--- src/rtl/ara_pkg.sv ---
// ara_pkg: shared types for the Ara response join.
//   elen_t             - scalar result word returned to CVA6
//   MaxNrClusters      - largest number of Ara clusters a join may combine
//   resp_join_state_e  - join controller state (COLLECT, EMIT)
package ara_pkg;

    localparam int unsigned ELEN          = 64;
    localparam int unsigned MaxNrClusters = 16;

    typedef logic [ELEN-1:0] elen_t;

    typedef enum logic [0:0] {
        COLLECT = 1'b0,
        EMIT    = 1'b1
    } resp_join_state_e;

endpackage

--- src/rtl/ara_resp_slot.sv ---
// ara_resp_slot: one-entry response holding register for a single cluster.
//   clk, rst_n        - clock and asynchronous active-low reset
//   collect           - join controller is collecting; entry may accept
//   clear             - drop the entry (merged response was handed off)
//   valid / ready     - cluster response handshake
//   result .. fflags_valid - incoming response fields
//   full              - entry currently holds a response
//   nxt_*             - entry contents as they will stand after this edge,
//                       so the parent can register the merge without a bubble
module ara_resp_slot
    import ara_pkg::*;
#(
    parameter int unsigned TransIdWidth = 3
) (
    input  logic                    clk,
    input  logic                    rst_n,
    input  logic                    collect,
    input  logic                    clear,
    input  logic                    valid,
    output logic                    ready,
    input  elen_t                   result,
    input  logic [TransIdWidth-1:0] trans_id,
    input  logic                    exc_valid,
    input  logic [63:0]             exc_cause,
    input  logic [4:0]              fflags,
    input  logic                    fflags_valid,
    output logic                    full,
    output logic                    nxt_full,
    output elen_t                   nxt_result,
    output logic [TransIdWidth-1:0] nxt_trans_id,
    output logic                    nxt_exc_valid,
    output logic [63:0]             nxt_exc_cause,
    output logic [4:0]              nxt_fflags,
    output logic                    nxt_fflags_valid
);

    logic                    full_r;
    elen_t                   result_r;
    logic [TransIdWidth-1:0] trans_id_r;
    logic                    exc_valid_r;
    logic [63:0]             exc_cause_r;
    logic [4:0]              fflags_r;
    logic                    fflags_valid_r;
    logic                    capture_s;

    // Ready depends on the full bit, so a full entry can never be overwritten.
    assign ready     = ~full_r & collect;
    assign capture_s = valid & ready;
    assign full      = full_r;

    assign nxt_full         = full_r | capture_s;
    assign nxt_result       = capture_s ? result       : result_r;
    assign nxt_trans_id     = capture_s ? trans_id     : trans_id_r;
    assign nxt_exc_valid    = capture_s ? exc_valid    : exc_valid_r;
    assign nxt_exc_cause    = capture_s ? exc_cause    : exc_cause_r;
    assign nxt_fflags       = capture_s ? fflags       : fflags_r;
    assign nxt_fflags_valid = capture_s ? fflags_valid : fflags_valid_r;

    // Full bit: set on capture, cleared when the merged response leaves.
    always_ff @(posedge clk or negedge rst_n) begin
        if (!rst_n) begin
            full_r <= 1'b0;
        end else if (clear) begin
            full_r <= 1'b0;
        end else begin
            full_r <= nxt_full;
        end
    end

    // Entry payload, written only on an accepted capture.
    always_ff @(posedge clk or negedge rst_n) begin
        if (!rst_n) begin
            result_r       <= 64'd0;
            trans_id_r     <= {TransIdWidth{1'b0}};
            exc_valid_r    <= 1'b0;
            exc_cause_r    <= 64'd0;
            fflags_r       <= 5'd0;
            fflags_valid_r <= 1'b0;
        end else if (capture_s) begin
            result_r       <= result;
            trans_id_r     <= trans_id;
            exc_valid_r    <= exc_valid;
            exc_cause_r    <= exc_cause;
            fflags_r       <= fflags;
            fflags_valid_r <= fflags_valid;
        end
    end

endmodule

--- src/rtl/ara_resp_join.sv ---
// ara_resp_join: joins the scalar responses of NrClusters Ara instances into a
// single response toward CVA6.
//   clk_i, rst_ni              - clock, asynchronous active-low reset
//   clus_resp_valid_i/ready_o  - per-cluster response handshake
//   clus_result_i .. clus_fflags_valid_i - per-cluster response fields
//   resp_valid_o/ready_i       - merged response handshake
//   resp_result_o, resp_trans_id_o - taken from cluster 0
//   resp_exc_valid_o/cause_o   - OR of exceptions, lowest-index cause
//   resp_fflags_o/valid_o      - OR of qualified FP flags
//   id_mismatch_o              - one-cycle pulse when trans IDs disagree
//   timeout_o                  - sticky flag: a partial join waited too long
module ara_resp_join
    import ara_pkg::*;
#(
    parameter int unsigned NrClusters    = 4,
    parameter int unsigned TransIdWidth  = 3,
    parameter int unsigned TimeoutCycles = 1024
) (
    input  logic                                    clk_i,
    input  logic                                    rst_ni,
    input  logic [NrClusters-1:0]                   clus_resp_valid_i,
    output logic [NrClusters-1:0]                   clus_resp_ready_o,
    input  elen_t [NrClusters-1:0]                  clus_result_i,
    input  logic [NrClusters-1:0][TransIdWidth-1:0] clus_trans_id_i,
    input  logic [NrClusters-1:0]                   clus_exc_valid_i,
    input  logic [NrClusters-1:0][63:0]             clus_exc_cause_i,
    input  logic [NrClusters-1:0][4:0]              clus_fflags_i,
    input  logic [NrClusters-1:0]                   clus_fflags_valid_i,
    output logic                                    resp_valid_o,
    input  logic                                    resp_ready_i,
    output elen_t                                   resp_result_o,
    output logic [TransIdWidth-1:0]                 resp_trans_id_o,
    output logic                                    resp_exc_valid_o,
    output logic [63:0]                             resp_exc_cause_o,
    output logic [4:0]                              resp_fflags_o,
    output logic                                    resp_fflags_valid_o,
    output logic                                    id_mismatch_o,
    output logic                                    timeout_o
);

    localparam int unsigned CntW = $clog2(TimeoutCycles + 1);
    localparam logic [CntW-1:0] CntMax = CntW'(TimeoutCycles);

    resp_join_state_e state_r, state_nxt_s;
    logic             join_s;
    logic             clear_s;
    logic             collect_s;

    logic [NrClusters-1:0]                   full_s;
    logic [NrClusters-1:0]                   nxt_full_s;
    elen_t [NrClusters-1:0]                  nxt_result_s;
    logic [NrClusters-1:0][TransIdWidth-1:0] nxt_trans_id_s;
    logic [NrClusters-1:0]                   nxt_exc_valid_s;
    logic [NrClusters-1:0][63:0]             nxt_exc_cause_s;
    logic [NrClusters-1:0][4:0]              nxt_fflags_s;
    logic [NrClusters-1:0]                   nxt_fflags_valid_s;
    logic                                    unused_result_s;

    logic        exc_valid_s;
    logic [63:0] exc_cause_s;
    logic [4:0]  fflags_s;
    logic        fflags_valid_s;
    logic        mismatch_s;

    logic [CntW-1:0] cnt_r, cnt_nxt_s;
    logic            timeout_r;
    logic            mismatch_r;

    elen_t                   result_r;
    logic [TransIdWidth-1:0] trans_id_r;
    logic                    exc_valid_r;
    logic [63:0]             exc_cause_r;
    logic [4:0]              fflags_r;
    logic                    fflags_valid_r;

    assign collect_s = (state_r == COLLECT);

    for (genvar c = 0; c < int'(NrClusters); c++) begin : g_slot
        ara_resp_slot #(
            .TransIdWidth(TransIdWidth)
        ) i_slot (
            .clk              (clk_i),
            .rst_n            (rst_ni),
            .collect          (collect_s),
            .clear            (clear_s),
            .valid            (clus_resp_valid_i[c]),
            .ready            (clus_resp_ready_o[c]),
            .result           (clus_result_i[c]),
            .trans_id         (clus_trans_id_i[c]),
            .exc_valid        (clus_exc_valid_i[c]),
            .exc_cause        (clus_exc_cause_i[c]),
            .fflags           (clus_fflags_i[c]),
            .fflags_valid     (clus_fflags_valid_i[c]),
            .full             (full_s[c]),
            .nxt_full         (nxt_full_s[c]),
            .nxt_result       (nxt_result_s[c]),
            .nxt_trans_id     (nxt_trans_id_s[c]),
            .nxt_exc_valid    (nxt_exc_valid_s[c]),
            .nxt_exc_cause    (nxt_exc_cause_s[c]),
            .nxt_fflags       (nxt_fflags_s[c]),
            .nxt_fflags_valid (nxt_fflags_valid_s[c])
        );
    end

    // Only cluster 0's result reaches CVA6; the other entries are kept but unused.
    assign unused_result_s = ^nxt_result_s;

    // Join controller: the join fires on the edge that fills the last entry,
    // so the merged response is valid one cycle after the final capture.
    always_comb begin
        state_nxt_s = state_r;
        join_s      = 1'b0;
        clear_s     = 1'b0;
        case (state_r)
            COLLECT: begin
                if (&nxt_full_s) begin
                    state_nxt_s = EMIT;
                    join_s      = 1'b1;
                end else begin
                    state_nxt_s = COLLECT;
                end
            end
            EMIT: begin
                if (resp_ready_i) begin
                    state_nxt_s = COLLECT;
                    clear_s     = 1'b1;
                end else begin
                    state_nxt_s = EMIT;
                end
            end
            default: begin
                state_nxt_s = COLLECT;
            end
        endcase
    end

    // Merge of the entries as they stand after this edge; the descending scan
    // leaves the lowest-index excepting cluster's cause in place.
    always_comb begin
        exc_valid_s    = 1'b0;
        exc_cause_s    = 64'd0;
        fflags_s       = 5'd0;
        fflags_valid_s = 1'b0;
        mismatch_s     = 1'b0;
        for (int c = int'(NrClusters) - 1; c >= 0; c--) begin
            exc_valid_s    = exc_valid_s | nxt_exc_valid_s[c];
            exc_cause_s    = nxt_exc_valid_s[c] ? nxt_exc_cause_s[c] : exc_cause_s;
            fflags_s       = fflags_s | (nxt_fflags_s[c] & {5{nxt_fflags_valid_s[c]}});
            fflags_valid_s = fflags_valid_s | nxt_fflags_valid_s[c];
            mismatch_s     = mismatch_s | (nxt_trans_id_s[c] != nxt_trans_id_s[0]);
        end
    end

    // Watchdog: counts only while a join is partially filled; saturates.
    always_comb begin
        cnt_nxt_s = cnt_r;
        if (join_s) begin
            cnt_nxt_s = {CntW{1'b0}};
        end else if (collect_s && (|full_s) && !(&full_s)) begin
            cnt_nxt_s = (cnt_r == CntMax) ? cnt_r : cnt_r + CntW'(1'b1);
        end else begin
            cnt_nxt_s = {CntW{1'b0}};
        end
    end

    // Controller state, watchdog and the one-cycle mismatch pulse.
    always_ff @(posedge clk_i or negedge rst_ni) begin
        if (!rst_ni) begin
            state_r    <= COLLECT;
            cnt_r      <= {CntW{1'b0}};
            timeout_r  <= 1'b0;
            mismatch_r <= 1'b0;
        end else begin
            state_r    <= state_nxt_s;
            cnt_r      <= cnt_nxt_s;
            mismatch_r <= join_s & mismatch_s;
            if (cnt_nxt_s == CntMax) begin
                timeout_r <= 1'b1;
            end
        end
    end

    // Merged response registers, loaded only when the join fires so they
    // stay put for the whole EMIT stall.
    always_ff @(posedge clk_i or negedge rst_ni) begin
        if (!rst_ni) begin
            result_r       <= 64'd0;
            trans_id_r     <= {TransIdWidth{1'b0}};
            exc_valid_r    <= 1'b0;
            exc_cause_r    <= 64'd0;
            fflags_r       <= 5'd0;
            fflags_valid_r <= 1'b0;
        end else if (join_s) begin
            result_r       <= nxt_result_s[0];
            trans_id_r     <= nxt_trans_id_s[0];
            exc_valid_r    <= exc_valid_s;
            exc_cause_r    <= exc_cause_s;
            fflags_r       <= fflags_s;
            fflags_valid_r <= fflags_valid_s;
        end
    end

    assign resp_valid_o        = (state_r == EMIT);
    assign resp_result_o       = result_r;
    assign resp_trans_id_o     = trans_id_r;
    assign resp_exc_valid_o    = exc_valid_r;
    assign resp_exc_cause_o    = exc_cause_r;
    assign resp_fflags_o       = fflags_r;
    assign resp_fflags_valid_o = fflags_valid_r;
    assign id_mismatch_o       = mismatch_r;
    assign timeout_o           = timeout_r;

endmodule

--- config.mk ---
export PLATFORM = sky130hd
export DESIGN_NAME = ara_resp_join
export DESIGN_NICKNAME = d
export VERILOG_FILES = /design/src/rtl/ara_pkg.sv /design/src/rtl/ara_resp_slot.sv /design/src/rtl/ara_resp_join.sv
export SDC_FILE = /design/constraint.sdc
export NUM_CORES = 1
export LEC_CHECK = 0
export ABC_AREA = 1
export BUFFER_PORTS_ARGS = -buffer_cell sky130_fd_sc_hd__buf_2
export CORE_AREA = 2 2 273 275
export DETAILED_ROUTE_END_ITERATION = 8
export DIE_AREA = 0 0 275 277
export GPL_TIMING_DRIVEN = 0
export PLACE_DENSITY = 0.64
export SETUP_SLACK_MARGIN = 0.15
export SKIP_CTS_REPAIR_TIMING = 1
export SLEW_MARGIN = 20
export SYNTH_ARGS = -nofsm -noshare
export SYNTH_HDL_FRONTEND = slang
export SYNTH_SLANG_ARGS = --single-unit
export TNS_END_PERCENT = 1
--- constraint.sdc ---
create_clock -name clk_i -period 1.5 [get_ports clk_i]
set_input_delay 0.075 -clock clk_i [delete_from_list [all_inputs] [get_ports clk_i]]
set_output_delay 0.075 -clock clk_i [all_outputs]
set_load 0.03 [all_outputs]
After elaboration in Yosys (flattened, before gate mapping)
Index checks and enable logic that the tools add are counted.
{"block": "totals", "register_bits": 516, "out_inout_bits": 145, "elab_cells": 118}
{"block": "classes", "add_sub_neg": 1, "eq_ne": 5, "n_mux": 38, "bitwise": 33, "n_reduce_logical": 6}
{"operator": "2-to-1 mux 64 bit", "count": 9}
{"operator": "2-to-1 mux 11 bit", "count": 3}
{"operator": "== test 11 bit (second input constant)", "count": 2}
{"operator": "bitwise AND 5 bit", "count": 4}
{"operator": "2-to-1 mux 5 bit", "count": 4}
{"operator": "2-to-1 mux 1 bit", "count": 17}
{"operator": "bitwise OR 5 bit", "count": 3}
{"operator": "2-to-1 mux 3 bit", "count": 4}
{"operator": "bitwise OR 1 bit", "count": 12}
{"operator": "adder 11 x 1 -> 11 bit (second input constant)", "count": 1}
{"operator": "bitwise AND 1 bit", "count": 9}
{"operator": "!= test 3 bit", "count": 3}
{"operator": "AND reduction 4 bit", "count": 2}
{"operator": "inverter 1 bit", "count": 5}
{"operator": "OR reduction 4 bit", "count": 1}
{"operator": "logical AND 1 bit", "count": 2}
{"operator": "one-hot mux 1 bit (2 select lines)", "count": 1}
{"operator": "logical NOT 1 bit", "count": 1}

Logic depth before layout (Yosys ltp)
{"block": "logic_depth", "word_depth": 9, "depth_mapped": 13, "mapped_depth_nobuf": 13}

By module
A second synthesis with hierarchy kept.
{"block": "hier_totals", "hier_cells": 3400, "hier_area_um2": 30943.4}
{"mod": "ara_resp_slot", "instances": 4, "cells_per_inst": 622, "area_per_inst_um2": 5808.1}
{"mod": "ara_resp_join", "instances": 1, "cells_per_inst": 912, "area_per_inst_um2": 7711.1}

Worst setup path after synthesis
OpenSTA, ideal clock, no wires.
{"block": "synth_path", "path_kind": "reg2reg", "startpoint": "register state_r, in the netlist resp_valid_o", "endpoint": "register exc_cause_r[36], in the netlist resp_exc_cause_o[36]", "arrival_ps": 1632, "slack_ps": -254, "stages_incl_launch_ff": 10, "synth_period_minus_slack_ps": 1754, "cell_sequence": "dfrtp_1 > buf_6 > nor2_8 > nand2_4 > o21ai_2 > buf_2 > buf_2 > nand3_1 > nand3_1 > a21oi_1"}
{"block": "synth_between", "elab_chain_cells": 8}
{"element": "start, declared", "line": "ara_resp_join.sv:44", "rtl": "resp_join_state_e state_r, state_nxt_s;"}
{"element": "start signal, assigned", "line": "ara_resp_join.sv:174", "rtl": "state_r <= state_nxt_s;"}
{"element": "inverter 1 bit", "line": "ara_resp_join.sv:76", "rtl": "assign collect_s = (state_r == COLLECT);"}
{"element": "bitwise AND 1 bit", "line": "ara_resp_slot.sv:47", "rtl": "assign ready = ~full_r & collect;"}
{"element": "bitwise AND 1 bit", "line": "ara_resp_slot.sv:48", "rtl": "assign capture_s = valid & ready;"}
{"element": "2-to-1 mux 64 bit or 2-to-1 mux 1 bit (tied branches)"}
{"element": "2-to-1 mux 64 bit (4 in a row)", "line": "ara_resp_join.sv:147", "rtl": "exc_cause_s = nxt_exc_valid_s[c] ? nxt_exc_cause_s[c] : exc_cause_s;"}
{"element": "end signal, assigned", "line": "ara_resp_join.sv:197", "rtl": "exc_cause_r <= exc_cause_s;"}
{"element": "end, declared", "line": "ara_resp_join.sv:72", "rtl": "logic [63:0] exc_cause_r;"}
Parallel ways exist; a longest one is shown, timed or not.
A chain may end at the register's enable or synchronous reset.

Worst setup path after layout
{"block": "layout_path", "startpoint": "register state_r, in the netlist resp_valid_o", "endpoint": "output clus_resp_ready_o[2]"}
{"block": "layout_between", "elab_chain_cells": 2}
{"element": "inverter 1 bit", "line": "ara_resp_join.sv:76"}
{"element": "bitwise AND 1 bit", "line": "ara_resp_slot.sv:47"}
{"element": "end, declared", "line": "ara_resp_join.sv:22", "rtl": "output logic [NrClusters-1:0] clus_resp_ready_o,"}
No other way between the ends.

==> run_results.csv <==
group,metric,value,unit
status,violations,"negative hold slack, negative setup slack",
detailed_routing,via_count,23210,
floorplan,row_count,100,
synth,synth.yosys.warnings,0,
floorplan,floorplan.die.height,277,um
timing,period_share,138.1,%
power,seq_power_share,30.1,%
synth,synthesis.area_per_instance,8.296,sq um
detailed_routing,totalWireLength,96.05,mm
power,combPwrFrac,50.6,%
synth,netlist.top_cell.by_area,"dfrtp_1",
clock_tree,cts_tree,"yes",
global_route,number_of_antenna_violations_at_the_first_check_in_global_routing,15,
clock_tree,clock_tree.htree_level_count,2,
timing,timing_worst_slew_pin_value,824.0,ps
global_route,global_route.usage.total,22.77,%
worst_setup_path,timing.critical_path.buf_inv,6,
layout,fraction_of_layout_instances_using_a_drive_strength_above_1,26.54,%
layout,design.final.nets,4241,
clock_tree,insertion_delay,620,ps
floorplan,initial_utilization,30.73,%
timing,setup_slack,-570.9,ps
power,clock_power_share,19.3,%
power,netSwitchingPower,33.84,mW
timing,final_hold_viol_count,256,
worst_setup_path,critical_path.endpoint_type,"primary output",
timing,hold-worst-slack,-572.4,ps
layout,n_fill_cell,6891,
worst_setup_path,critical_path.startpoint,"resp_valid_o",
synth,synth_top_cell_area_share,57.11,%
detailed_routing,drc_errors_left,0,
timing,final.setup_skew,24.88,ps
synth,synthesis.nets,3286,
synth,synthTopCellsByArea,"dfrtp_1 (57%), nand2_1 (14%), nand3_1 (9.3%), a21oi_1 (3.6%), inv_1 (3.6%)",
synth,yosys_register_bits,516,
status,run_status,"complete, but fails checks",
clock_tree,clock_path_buffers,3,
power,ir_worst_vdd,1.131,mV
synth,synth-seq-area-share,57.11,%
clock_tree,clock_sinks,516,
detailed_routing,vias_per_cell,4.931,
worst_setup_path,worst_r2r_startpoint,"resp_valid_o",
worst_hold_path,worst_hold_path_type,"in2async",
global_route,grt_max_degree,94,
worst_setup_path,crit_arrival,2000,ps
power,power.switching_fraction,44.37,%
timing,final-setup-viol-count,313,
floorplan,design.core.area,73570,sq um
clock_tree,cts_root_buffer,"clkbuf_16",
global_route,grt_pass1_vias,20480,
run,maxcap_viol_count,0,
worst_setup_path,cp_slowest_cell,"dfrtp_2",
worst_setup_path,worstSetupPathType,"reg2out",
floorplan,fp.dieW,275,um
layout,multiInputGateArea,8711,sq um
worst_setup_path,data_required_time_at_the_worst_endpoint,1420,ps
power,total_leakage_power,17.12,nW
worst_setup_path,path_cells,"buf_12 -> nor2_4 -> buf_12 -> buf_12 -> buf_12 -> buf_4 -> buf_6",
worst_setup_path,critical-path-top-cell-by-count,"buf_12",
global_route,grt_pass1_wl,128.9,mm
place,detailedPlacementHpwl,66.00,mm
detailed_routing,drt-wirelength-per-cell,20.41,um
timing,maxSlewHeadroom,45.07,%
place,dp_slack,-1107,ps
worst_setup_path,ff2ff_path_depth,11,
synth,async_flop_share,100.0,%
detailed_routing,detail_route.first_pass.iterations,5,
power,cellInternalPower,42.43,mW
detailed_routing,antenna_violating_nets_post_route,0,
layout,flow.area_growth_from_synthesis,50.92,%
clock_tree,cts_buf_count,58,
synth,synth_instances,2725,
timing,rsz0062_at_grt,"true",
synth,ys_types,32,
timing,slew_violations,0,
worst_setup_path,worst-r2r-setup-slack,-540,ps
power,pwr_density_cell,2235,nW/um^2
place,globalplace.congestion,0.8885,
worst_setup_path,cp_max_fo,9,
place,placed_cells,4209,
synth,mappedNetlistArea,22610,sq um
worst_setup_path,timing.critical_path.from_type,"flop",
global_route,global_route.overflow_total,0,
floorplan,die_area,76180,sq um
place,numPortBuffers,510,
detailed_routing,drt_iter0_markers,1969,
layout,layoutNonFillerInstCount,4707,
floorplan,design.portCount,704,
worst_setup_path,critical_path_cell_count,7,
timing,max_freq,0.4829,GHz
clock_tree,clock_transition_at_the_registers_of_the_reported_paths,60,ps
synth,synth_enable_flop_cells,0,
synth,yosys_most_used_dff,"dfrtp_1",
worst_setup_path,cpPeakStageDelay,420,ps
worst_setup_path,critical-path-top-delay-family,"buffers and inverters",
layout,final-seq-area,12910,sq um
timing,fin_crit,2071,ps
-- power by group through the flow --
stage	Combinational [mW]	Clock [mW]	Sequential (mW)
2_1_floorplan	17.8	0	26.2
4_1_cts	32.9	14.9	22.8
6_report	38.6	14.7	23.0
5_1_grt	41.9	15.5	23.6
3_5_place_dp	32.7	0	23.0
3_3_place_gp	32.2	0	22.9
-- logic make-up after synthesis --
logic type	Yosys count	synth area share [%]
fa+ha+maj	2	0.1107
flops	516	57.11
simple gates	1458	26.83
xor+xnor	4	0.1550
buf+inv	404	7.765
compound gates	341	8.025
-- cell type report --
class / count / area share [%]
Clock buffer: 80 / 4.907
Antenna cell: 12 / 0.08801
Inverter: 221 / 2.483
Sequential cell: 516 / 37.85
Timing Repair Buffer: 898 / 19.36
Multi-Input combinational cell: 1805 / 25.53
Tap cell: 969 / 3.553
Clock inverter: 26 / 0.8031
Buffer: 180 / 5.420
-- path summary, 6_finish.rpt --
check                                                         to
worst max register to register              resp_exc_cause_o[14]
worst min register to register  g_slot[1].i_slot.exc_cause_r[55]
worst max-delay path                        clus_resp_ready_o[2]
max in group asynchronous                    resp_exc_cause_o[9]
worst min-delay path               g_slot[0].i_slot.result_r[17]
min in group clk_i                g_slot[1].i_slot.trans_id_r[1]
-- metal layers --
| metal | vias up | track usage [%] | part of all wire (%) |
|---|---|---|---|
| met5 | - | 0 | 0.026 |
| met4 | 4 | 8.053 | 4.5 |
| met3 | 280 | 4.032 | 6.9 |
| met2 | 1042 | 35.43 | 46 |
| met1 | 11190 | 31.76 | 43 |
| li1 | 10700 | - | - |
-- synth_stat cells, types with 3 or more instances --
cell type  number
buf_1           8
inv_2           4
o21ai_1         4
o21ai_0        97
buf_6           6
nand3_1       419
buf_4          17
buf_2         103
nand2_2         3
dfrtp_1       516
inv_1         216
o21ai_2         3
clkbuf_1       49
a31oi_1        72
nor2_1        160
nand2_1       863
a21oi_1       162
-- layout by cell type, fill, tap and decap left out, types with 5 or more instances in the layout --
master         Yosys  final
nand2_1          863    785
clkbuf_8           0     16
buf_8              0     24
o21ai_2            3     24
nor2_1           160    159
nand3_4            0      7
clkbuf_4           0     27
inv_1            216    216
buf_2            103    523
nand3_1          419    384
a21oi_2            0     34
nand3_2            0     28
buf_6              6     38
nand2_4            1      7
dfrtp_1          516    514
clkbuf_1          49     26
a31oi_1           72     72
nand2_2            3     73
clkbuf_16          0     62
o21ai_0           97     29
diode_2            0     12
buf_4             17     40
o21ai_1            4     48
clkbuf_2           0      5
inv_6              0      5
a21oi_1          162    126
clkinv_2           1     11
buf_12             0     29
dlygate4sd3_1      0    359
buf_16             0      5
-- flip-flops by register name (all words and copies together), names as in the netlist, 5 cells and up --
signal / cells
g_slot.i_slot.exc_cause_r: 256
g_slot.i_slot.result_r: 64
resp_exc_cause_o: 64
resp_result_o: 64
g_slot.i_slot.fflags_r: 20
g_slot.i_slot.trans_id_r: 12
cnt_r: 11
resp_fflags_o: 5
-- stage by stage --
stage               area (sq um)  setup TNS [ps]  total power [mW]  hold WS, ps  util [%]
detailed placement         26770         -174670             55.67        86.75     36.39
CTS                        28720         -186070             70.52       -578.2     39.03
global route               34110         -103840             81.01       -543.0     46.37
finish                     34120          -70790             76.27       -572.4     46.38
floorplan                  22860          -21810             43.98       -220.6         -
global placement           26620        -5691950             55.05        285.7     36.19
(Power assumes the default switching activity.)
